### config.mk
export PLATFORM = sky130hd
export DESIGN_NAME = sram_port_arbiter_flat
export DESIGN_NICKNAME = d
export VERILOG_FILES = /design/src/rtl/sram_port_arbiter_if.sv /design/src/rtl/sram_port_arbiter.sv /design/src/flat_wrapper.sv
export SDC_FILE = /design/constraint.sdc
export NUM_CORES = 1
export LEC_CHECK = 0
export BUFFER_PORTS_ARGS = -buffer_cell sky130_fd_sc_hd__buf_2
export CAP_MARGIN = 20
export CORE_AREA = 3 3 116 118
export CTS_CLUSTER_DIAMETER = 80
export DETAILED_ROUTE_END_ITERATION = 10
export DIE_AREA = 0 0 119 121
export PLACE_DENSITY = 0.73
export SYNTH_ARGS = -nofsm -noshare
export SYNTH_HDL_FRONTEND = slang
export SYNTH_SLANG_ARGS = --single-unit
### constraint.sdc
create_clock -name clk -period 2.4 [get_ports clk]
set_clock_uncertainty 0.15 [all_clocks]
set_input_delay 0.36 -clock clk [delete_from_list [all_inputs] [get_ports clk]]
set_output_delay 0.36 -clock clk [all_outputs]
set_load 0.05 [all_outputs]
### src/rtl/sram_port_arbiter_if.sv
// Requester and SRAM signal bundle for sram_port_arbiter.
// master = pipeline ports plus SRAM macro side; slave = the arbiter.
interface sram_port_arbiter_if #(
  parameter int unsigned AW = 32,
  parameter int unsigned DW = 32
);
  localparam int unsigned SW = DW / 8;

  // Instruction-fetch port
  logic          i_req;
  logic [AW-1:0] i_addr;
  logic [DW-1:0] i_rdata;
  logic          i_ack;

  // Data (load/store) port
  logic          d_req;
  logic [SW-1:0] d_wstrb;
  logic [AW-1:0] d_addr;
  logic [DW-1:0] d_wdata;
  logic [DW-1:0] d_rdata;
  logic          d_ack;

  // Single-port SRAM
  logic          sram_en;
  logic [SW-1:0] sram_wen;
  logic [AW-1:0] sram_addr;
  logic [DW-1:0] sram_wdata;
  logic [DW-1:0] sram_rdata;

  modport master (
    output i_req, i_addr,
    input  i_rdata, i_ack,
    output d_req, d_wstrb, d_addr, d_wdata,
    input  d_rdata, d_ack,
    input  sram_en, sram_wen, sram_addr, sram_wdata,
    output sram_rdata
  );

  modport slave (
    input  i_req, i_addr,
    output i_rdata, i_ack,
    input  d_req, d_wstrb, d_addr, d_wdata,
    output d_rdata, d_ack,
    output sram_en, sram_wen, sram_addr, sram_wdata,
    input  sram_rdata
  );
endinterface

### src/rtl/sram_port_arbiter.sv
// Shares one single-port SRAM between fetch and load/store ports with alternating grants.
// Optional conflict counter enabled by defining SRAM_ARB_PERF_EN.
module sram_port_arbiter #(
  parameter int unsigned AW     = 32,
  parameter int unsigned DW     = 32,
  parameter int unsigned RD_LAT = 1
) (
  input  logic                 clk,
  input  logic                 rst,
  sram_port_arbiter_if.slave   bus,
  output logic                 busy,
  output logic [31:0]          perf_conflict_cnt
);

  localparam int unsigned SW = DW / 8;

  typedef enum logic [1:0] {
    IDLE   = 2'd0,
    ACCESS = 2'd1,
    WAIT   = 2'd2
  } state_t;

  state_t        state;
  state_t        nextState;

  logic          grant;
  logic          grantData;
  logic          ownerData;
  logic          lastGrantData;
  logic [AW-1:0] latAddr;
  logic [SW-1:0] latWstrb;
  logic [DW-1:0] latWdata;
  logic [1:0]    latCnt;
  logic          isWrite;
  logic          ackCycle;

  assign isWrite  = |latWstrb;
  assign ackCycle = (state == WAIT) && (latCnt == 2'd1);

  // State register
  always_ff @(posedge clk or negedge rst) begin
    if (!rst) begin
      state <= IDLE;
    end else begin
      state <= nextState;
    end
  end

  // Next state and arbitration: on conflict the port not granted last time wins
  always_comb begin
    nextState = state;
    grant     = 1'b0;
    grantData = 1'b0;
    unique case (state)
      IDLE: begin
        if (bus.i_req || bus.d_req) begin
          grant     = 1'b1;
          grantData = bus.d_req && (!bus.i_req || !lastGrantData);
          nextState = ACCESS;
        end
      end
      ACCESS: nextState = WAIT;
      WAIT: begin
        if (latCnt == 2'd1) begin
          nextState = IDLE;
        end
      end
      default: nextState = IDLE;
    endcase
  end

  // Request capture and latency countdown; fetch accesses never write
  always_ff @(posedge clk or negedge rst) begin
    if (!rst) begin
      ownerData     <= 1'b0;
      lastGrantData <= 1'b0;
      latAddr       <= '0;
      latWstrb      <= '0;
      latWdata      <= '0;
      latCnt        <= 2'd0;
    end else begin
      if (grant) begin
        ownerData     <= grantData;
        lastGrantData <= grantData;
        latAddr       <= (grantData ? bus.d_addr : bus.i_addr) & ~AW'(3);
        latWstrb      <= grantData ? bus.d_wstrb : '0;
        latWdata      <= grantData ? bus.d_wdata : '0;
      end
      if (state == ACCESS) begin
        latCnt <= isWrite ? 2'd1 : 2'(RD_LAT);
      end else if (state == WAIT) begin
        latCnt <= latCnt - 2'd1;
      end
    end
  end

  // Output decode from registered state; read data passes through only in the ack cycle
  always_comb begin
    busy           = (state != IDLE);
    bus.sram_en    = 1'b0;
    bus.sram_wen   = '0;
    bus.sram_addr  = '0;
    bus.sram_wdata = '0;
    bus.i_ack      = 1'b0;
    bus.d_ack      = 1'b0;
    bus.i_rdata    = '0;
    bus.d_rdata    = '0;
    if (state == ACCESS) begin
      bus.sram_en    = 1'b1;
      bus.sram_wen   = latWstrb;
      bus.sram_addr  = latAddr;
      bus.sram_wdata = latWdata;
    end
    if (ackCycle) begin
      if (ownerData) begin
        bus.d_ack = 1'b1;
        if (!isWrite) begin
          bus.d_rdata = bus.sram_rdata;
        end
      end else begin
        bus.i_ack   = 1'b1;
        bus.i_rdata = bus.sram_rdata;
      end
    end
  end

`ifdef SRAM_ARB_PERF_EN
  logic [31:0] conflictCnt;

  // Saturating count of IDLE cycles with both ports requesting
  always_ff @(posedge clk or negedge rst) begin
    if (!rst) begin
      conflictCnt <= 32'd0;
    end else if ((state == IDLE) && bus.i_req && bus.d_req && (conflictCnt != 32'hFFFF_FFFF)) begin
      conflictCnt <= conflictCnt + 32'd1;
    end
  end

  assign perf_conflict_cnt = conflictCnt;
`else
  assign perf_conflict_cnt = 32'd0;
`endif

endmodule

### src/flat_wrapper.sv
// flat-port wrapper written by rule: the top's interface ports become plain ports
module sram_port_arbiter_flat 
#(
  parameter int unsigned AW     = 32,
  parameter int unsigned DW     = 32,
  parameter int unsigned RD_LAT = 1
)
  (clk, rst, busy, perf_conflict_cnt, bus_i_req, bus_i_addr, bus_i_rdata, bus_i_ack, bus_d_req, bus_d_wstrb, bus_d_addr, bus_d_wdata, bus_d_rdata, bus_d_ack, bus_sram_en, bus_sram_wen, bus_sram_addr, bus_sram_wdata, bus_sram_rdata);
  sram_port_arbiter_if #(.AW(AW), .DW(DW)) bus_i ();
  input  logic clk;
  input  logic rst;
  output logic busy;
  output logic [31:0] perf_conflict_cnt;
  input wire logic [$bits(bus_i.i_req)-1:0] bus_i_req;
  input wire logic [$bits(bus_i.i_addr)-1:0] bus_i_addr;
  output wire logic [$bits(bus_i.i_rdata)-1:0] bus_i_rdata;
  output wire logic [$bits(bus_i.i_ack)-1:0] bus_i_ack;
  input wire logic [$bits(bus_i.d_req)-1:0] bus_d_req;
  input wire logic [$bits(bus_i.d_wstrb)-1:0] bus_d_wstrb;
  input wire logic [$bits(bus_i.d_addr)-1:0] bus_d_addr;
  input wire logic [$bits(bus_i.d_wdata)-1:0] bus_d_wdata;
  output wire logic [$bits(bus_i.d_rdata)-1:0] bus_d_rdata;
  output wire logic [$bits(bus_i.d_ack)-1:0] bus_d_ack;
  output wire logic [$bits(bus_i.sram_en)-1:0] bus_sram_en;
  output wire logic [$bits(bus_i.sram_wen)-1:0] bus_sram_wen;
  output wire logic [$bits(bus_i.sram_addr)-1:0] bus_sram_addr;
  output wire logic [$bits(bus_i.sram_wdata)-1:0] bus_sram_wdata;
  input wire logic [$bits(bus_i.sram_rdata)-1:0] bus_sram_rdata;
  assign bus_i.i_req = bus_i_req;
  assign bus_i.i_addr = bus_i_addr;
  assign bus_i_rdata = bus_i.i_rdata;
  assign bus_i_ack = bus_i.i_ack;
  assign bus_i.d_req = bus_d_req;
  assign bus_i.d_wstrb = bus_d_wstrb;
  assign bus_i.d_addr = bus_d_addr;
  assign bus_i.d_wdata = bus_d_wdata;
  assign bus_d_rdata = bus_i.d_rdata;
  assign bus_d_ack = bus_i.d_ack;
  assign bus_sram_en = bus_i.sram_en;
  assign bus_sram_wen = bus_i.sram_wen;
  assign bus_sram_addr = bus_i.sram_addr;
  assign bus_sram_wdata = bus_i.sram_wdata;
  assign bus_i.sram_rdata = bus_sram_rdata;
  sram_port_arbiter #(.AW(AW), .DW(DW), .RD_LAT(RD_LAT)) u_core (.clk(clk), .rst(rst), .bus(bus_i), .busy(busy), .perf_conflict_cnt(perf_conflict_cnt));
endmodule
==> results by group, run 1 <==
Run status
  • Status: finished clean

Place
  • IO buf count: approximately 270
  • Placed Area: roughly 0.0057 mm^2
  • Final GP Congestion: just over 0.8
  • Hpwl dp: roughly 10000 um
  • Dpl cells: around 880

Floorplan
  • DIE AREA: 0.0144 mm^2
  • Io pins: approximately 300
  • Die Wd: about 120 um
  • DIE HEIGHT: 121 um
  • Core Region: approximately 0.013 mm^2
  • Effective utilization at floorplan: 35.0%
  • Num rows: 41

Detailed routing
  • Detailed Route Iter0 Violations: approximately 320
  • Via/cell ratio: a little under 5
  • Post-route DRC: 0
  • Drt first pass iters: 5
  • DR vias: around 4400
  • Final ANT Viol Nets: 0
  • Routed WL: ~15000 um
  • Wire per inst: around 16 um

CTS
  • H-tree level count: 3
  • CTS sink count: 71
  • CTS root buffer: clkbuf_16
  • CTS tree: yes
  • Clk buf depth: 2
  • Worst-skew pair later-pin latency: 320 ps
  • Clock slew at reported path FFs: about 60 ps
  • Number of clock buffers inserted by TritonCTS: 9

Yosys
  • Mapped Cells: roughly 470
  • Ys flop type: dfrtp_1
  • Most area-consuming cells after synthesis: dfrtp_1 40%, and2_1 14%, a22o_1 7.2%
  • EDFF count, synth: 0
  • #FFs+latches synth: a little over 70
  • Ys async rst share: 100%
  • Most frequent cell after synthesis: and2_1
  • Area leader, netlist: dfrtp_1
  • Yosys cell types: 30
  • Seq/Total Area, Yosys: 40.4%
  • Post-synth top cells: 98 x and2_1, 71 x dfrtp_1, 40 x buf_4
  • Synth top area share: between 40% and 50%
  • Mapped cell area: 0.00439 mm^2
  • Synth warn: 0
  • Syn avg cell area: 9.31 um^2

Setup path
  • Arr. time, crit path: 1830 ps
  • CP endpoint kind: output pin
  • Crit-path max FO: 8
  • CP Class: reg -> out
  • R2R depth: 6
  • CP Launch Type: register
  • CP Data Required Time: 1890 ps

Power and ir drop
  • Int Pwr: ~4.2 mW
  • Peak VDD IR: roughly 1.2 mV
  • Switch Pwr: roughly 4.3 mW
  • Sw frac: roughly 51%
  • Leakage: 3.37 nW
  • Clock Power Share: between 10% and 20%
  • P per Cell Area: about 1300 mW/mm^2
  • Combinational power share: between 50% and 60%
  • Flop pwr share: between 20% and 30%

Timing
  • Slew @ Worst Pin: roughly 1100 ps
  • Fin crit share: 97.5%
  • Fin Setup TNS: 0 ps
  • Fmax: 0.428 GHz
  • Minimum clock period: ~2300 ps
  • Fin. Hold Viols: 0
  • Max_slew headroom: about 30%
  • WHS: between 100 and 150 ps
  • RSZ-0062 raised after global routing: true
  • Final setup violation count: 0
  • Slew Viols, Final: 0

GRT
  • Vias in the first global route: 3966
  • Largest net degree at the start of global routing: 46
  • GRT overflow: 0
  • Global-route wire length before repair: 21100 um
  • Initial antenna violation count: 1
  • Global Route Usage Sum: between 10% and 20%

Min path
  • HP Class: in -> reg
  • Hold path depth: 2

Final layout
  • Core Util, Final: about half
  • # nets final: ~860
  • Final cell count without fillers: around 900
  • Layout area overhead: 45.9%
  • Final instance area: between 0.006 and 0.007 mm^2
  • Fraction of layout cells with a size suffix above 1: between 40 and 50%
  • Ant. Diodes: 0

Flow run
  • Maxcap violations: 0
[flip-flops by register name (all words and copies together) (netlist names)]
signal                flops
u_core.latWstrb           4
u_core.lastGrantData      1
u_core.latCnt             2
u_core.latWdata          32
u_core.state              2
u_core.latAddr           30
[placed cells by master, fill, tap and decap left out, types with 2 or more instances in the layout]
master / Yosys / routed
buf_6: 9 / 35
dfrtp_1: 71 / 71
inv_1: 5 / 4
buf_12: 0 / 3
clkbuf_1: 17 / 2
nor2_4: 1 / 2
buf_2: 15 / 204
conb_1: 1 / 34
o21ai_1: 3 / 3
a22o_1: 36 / 36
nor2_1: 36 / 35
buf_4: 40 / 31
o22ai_1: 2 / 2
clkbuf_8: 0 / 3
o2111ai_1: 30 / 30
a31oi_1: 30 / 30
and2_1: 98 / 98
buf_8: 0 / 2
inv_2: 1 / 2
ha_1: 4 / 2
clkbuf_16: 0 / 12
nand2_2: 1 / 2
and3_1: 32 / 32
clkbuf_4: 0 / 9
o21ai_0: 28 / 28
[final cells by class]
type	instances	area (um^2)
clock buffer	14	274
clock inverter	2	37.5
fill	1183	6160
inverter	6	22.5
multi-input combinational	345	2190
sequential	71	1780
tap	172	215
timing repair buffer	288	1890
[metal layers]
layer,GRT usage (%),routed length (um),vias to the layer above
met3,3.03,1030,20
met5,0,13,-
met2,26.7,6770,199
met1,26.8,6580,2096
met4,5.36,197,2
li1,-,-,2103
[critical path, stage by stage, from the launching register on]
cell and delay [ps]:
dfrtp_1 410, inv_2 90, ha_2 180, nand2_2 70
nor2_4 100, buf_12 130, clkbuf_16 150, and3_1 170
buf_4 200
[kinds of logic after synthesis]
| family | Yosys count | share of synthesized area [%] |
|---|---|---|
| AOI/OAI and AO/OA | 132 | 21.9 |
| and+or+nand+nor | 174 | 23.1 |
| adders and majority gates | 4 | 1.14 |
| other | 1 | 0.0853 |
| buffers and inverters | 89 | 13.0 |
| DFF | 71 | 40.4 |
| muxes | 1 | 0.256 |
[power groups by stage]
stage / registers (mW) / clock network, mW / logic [mW]
2_1_floorplan: 2.00 / 0 / 3.93
3_3_place_gp: 2.06 / 0 / 4.77
3_5_place_dp: 2.09 / 0 / 4.78
4_1_cts: 2.07 / 1.42 / 4.81
5_1_grt: 2.16 / 1.46 / 5.35
6_report: 2.08 / 1.39 / 4.99
[through the flow]
step | worst slack, ps | total power [mW]
after floorplan | 159 | 5.93
after global placement | 372 | 6.83
after detailed placement | 338 | 6.88
after CTS | 6.99 | 8.31
after global routing | -51.5 | 8.98
final | 60.9 | 8.45
[what timing repair did]
item	CTS	global route
buffers inserted	0	2
endpoints found under the hold margin	35	0
hold buffers	1	0
endpoints found under the setup margin	10	117
resized for setup	8	143
cloned	0	4
[worst paths after layout]
check                                               start                               to  slack (ps)
max                           u_core.state[0]$_DFFE_PN0P_                  bus_d_rdata[30]          60
min                                       bus_d_wdata[26]  u_core.latWdata[26]$_DFFE_PN0P_         100
max reg2reg                   u_core.state[1]$_DFFE_PN0P_  u_core.latWdata[19]$_DFFE_PN0P_         410
min reg2reg                u_core.latWdata[2]$_DFFE_PN0P_   u_core.latWdata[2]$_DFFE_PN0P_         340
max in group asynchronous                             rst   u_core.latAddr[23]$_DFFE_PN0P_        1140
min in group asynchronous                             rst  u_core.latWdata[28]$_DFFE_PN0P_         400
No activity file was read; power rests on OpenSTA's default activity.
==> run 2, diff against run 1 <==
- clock period: 2.4 -> 2.5 ns (I/O delays scaled with it)
==> results by group, run 2 (synthesis gave the netlist of run 1 again) <==
Place
  • Placed Area: roughly 0.0057 mm^2
  • Hpwl dp: just under 10000 um
  • Final GP Congestion: 0.777
  • IO buf count: 265

Detailed routing
  • Drt first pass iters: 5
  • Routed WL: between 10000 and 15000 um
  • Final ANT Viol Nets: 0
  • DR vias: roughly 4300
  • Post-route DRC: 0
  • Via/cell ratio: between 4 and 5
  • Detailed Route Iter0 Violations: around 270
  • Wire per inst: between 15 and 20 um

CTS
  • Postcts setup bufs: 0
  • Worst-skew pair later-pin latency: ~320 ps
  • Clk buf depth: 2
  • H-tree level count: 3
  • CTS root buffer: clkbuf_16
  • Clock slew at reported path FFs: about 60 ps
  • Number of clock buffers inserted by TritonCTS: 9
  • CTS sink count: 71
  • CTS tree: yes

Setup path
  • Crit-path max FO: 33
  • Worst reg2reg startpoint: u_core.state[0]$_DFFE_PN0P_
  • CP Data Required Time: slightly below 2000 ps
  • Arr. time, crit path: 1840 ps
  • Reg2Reg Setup Slack: between 400 and 500 ps
  • CP Launch Type: register
  • CP Class: reg -> out
  • CP endpoint kind: output pin
  • Crit path launch: u_core.state[0]$_DFFE_PN0P_

Flow run
  • Maxcap violations: 0

Power and ir drop
  • Combinational power share: around 58%
  • P per Cell Area: between 1000 and 1500 mW/mm^2
  • Peak VDD IR: between 0.6 and 0.7 mV
  • Leakage: around 3.3 nW
  • Switch Pwr: 4.07 mW
  • Int Pwr: approximately 3.9 mW
  • Final Power: around 8 mW
  • Sw frac: about half
  • Clock Power Share: between 10% and 20%
  • Flop pwr share: about 25%

GRT
  • Vias in the first global route: about 4000
  • Global-route wire length before repair: between 20000 and 25000 um
  • Largest net degree at the start of global routing: 38
  • Initial antenna violation count: 0
  • GRT overflow: 0
  • Global Route Usage Sum: between 10% and 20%

Min path
  • HP Class: in -> reg
  • Hold Crit Start: bus_d_wdata[24]

Run status
  • Status: finished clean

Timing
  • Fin. Hold Viols: 0
  • Slew @ Worst Pin: about 1000 ps
  • Final setup violation count: 0
  • Fmax: ~0.42 GHz
  • Fin crit share: 94.5%
  • Slew Viols, Final: 0
  • Minimum clock period: 2360 ps
  • Max_slew headroom: around a third
  • RSZ-0062 raised after global routing: true

Final layout
  • # nets final: roughly 860
  • Most frequent cells in the layout: 224 x buf_2, 98 x and2_1, 71 x dfrtp_1, 46 x buf_4, 36 x a22o_1
  • Final instance area: about 0.0061 mm^2
  • Commonest non-fill, non-tap cell in the layout: buf_2
  • Ant. Diodes: 0
  • Max reg flops: 32
  • FF+latch area: 0.00178 mm^2
  • Fraction of layout cells with a size suffix above 1: between 40% and 50%
  • Biggest register: u_core.latWdata
  • Multi-input gate area: about 0.0022 mm^2
  • Largest regs: u_core.latWdata x32, u_core.latAddr x30, u_core.latWstrb x4
  • Layout area overhead: 39.3%
  • Filler cell count: between 1000 and 1500

Floorplan
  • Effective utilization at floorplan: between 30% and 40%
  • Die Wd: 119 um
  • DIE AREA: 0.0144 mm^2
  • DIE HEIGHT: around 120 um
  • Io pins: 304
  • Num rows: just over 40
  • Core Region: about 0.013 mm^2
-- run 2: cell count changes in the layout (fill, tap and decap cells not counted), moves of 2 or more --
| cell | before | now |
|---|---|---|
| inv_6 | 0 | 2 |
| buf_6 | 35 | 4 |
| clkbuf_16 | 12 | 9 |
| clkbuf_8 | 3 | 0 |
| buf_2 | 204 | 224 |
| buf_8 | 2 | 0 |
| buf_4 | 31 | 46 |
| buf_12 | 3 | 1 |
-- run 2: layer usage --
metal | vias up | GRT usage, % | wire (um)
met5 | - | 0 | 0
met4 | 0 | 4.85 | 145
met3 | 13 | 4.38 | 907
met2 | 176 | 29.6 | 6760
met1 | 2003 | 22.9 | 5870
li1 | 2095 | - | -
-- run 2: worst paths after layout --
kind,end,cells after the start
setup / recovery,bus_d_rdata[28],7
setup reg to reg,u_core.latAddr[18]$_DFFE_PN0P_,7
hold / removal,u_core.latWdata[24]$_DFFE_PN0P_,2
min in group asynchronous,u_core.latWdata[13]$_DFFE_PN0P_,2
max in group asynchronous,u_core.latCnt[1]$_DFFE_PN0P_,3
hold reg to reg,u_core.latWdata[5]$_DFFE_PN0P_,1
-- run 2: worst max-delay path, stage by stage, from the launching register on --
cell	delay, ps
dfrtp_1	410
inv_1	110
ha_1	160
nand2_1	70
nor2_1	130
buf_6	230
and3_1	200
buf_4	200
-- run 2: power groups by stage --
stage          combinational (mW)  clock, mW  sequential [mW]
2_1_floorplan                3.77          0             1.92
3_3_place_gp                 4.57          0             1.99
3_5_place_dp                 4.59          0             2.01
4_1_cts                      4.60       1.41             2.00
5_1_grt                      5.00       1.45             2.08
6_report                     4.63       1.37             2.00
-- run 2: area by class of cell --
class | instances | share of cell area, %
clock buffer | 10 | 3.74
clock inverter | 6 | 1.51
inverter | 6 | 0.368
multi-input combinational | 345 | 35.7
sequential | 71 | 29.0
tap | 172 | 3.52
timing repair buffer | 284 | 26.2
-- run 2: repair_timing --
item	CTS	global route
resized for setup	0	80
hold buffers	1	0
hold endpoints to repair	28	0
setup endpoints to repair	0	86
-- run 2: per-stage QoR --
step                utilization (%)  TNS (ps)  cells  hold WS [ps]  setup WS, ps
floorplan                         -         0    505         -70.6          70.3
global placement               45.0         0    876           179           426
detailed placement             45.0         0    876           179           372
CTS                            47.6         0    893          91.7          12.6
global route                   48.7     -54.8    894           105         -16.7
finish                         48.7         0    894           112           136
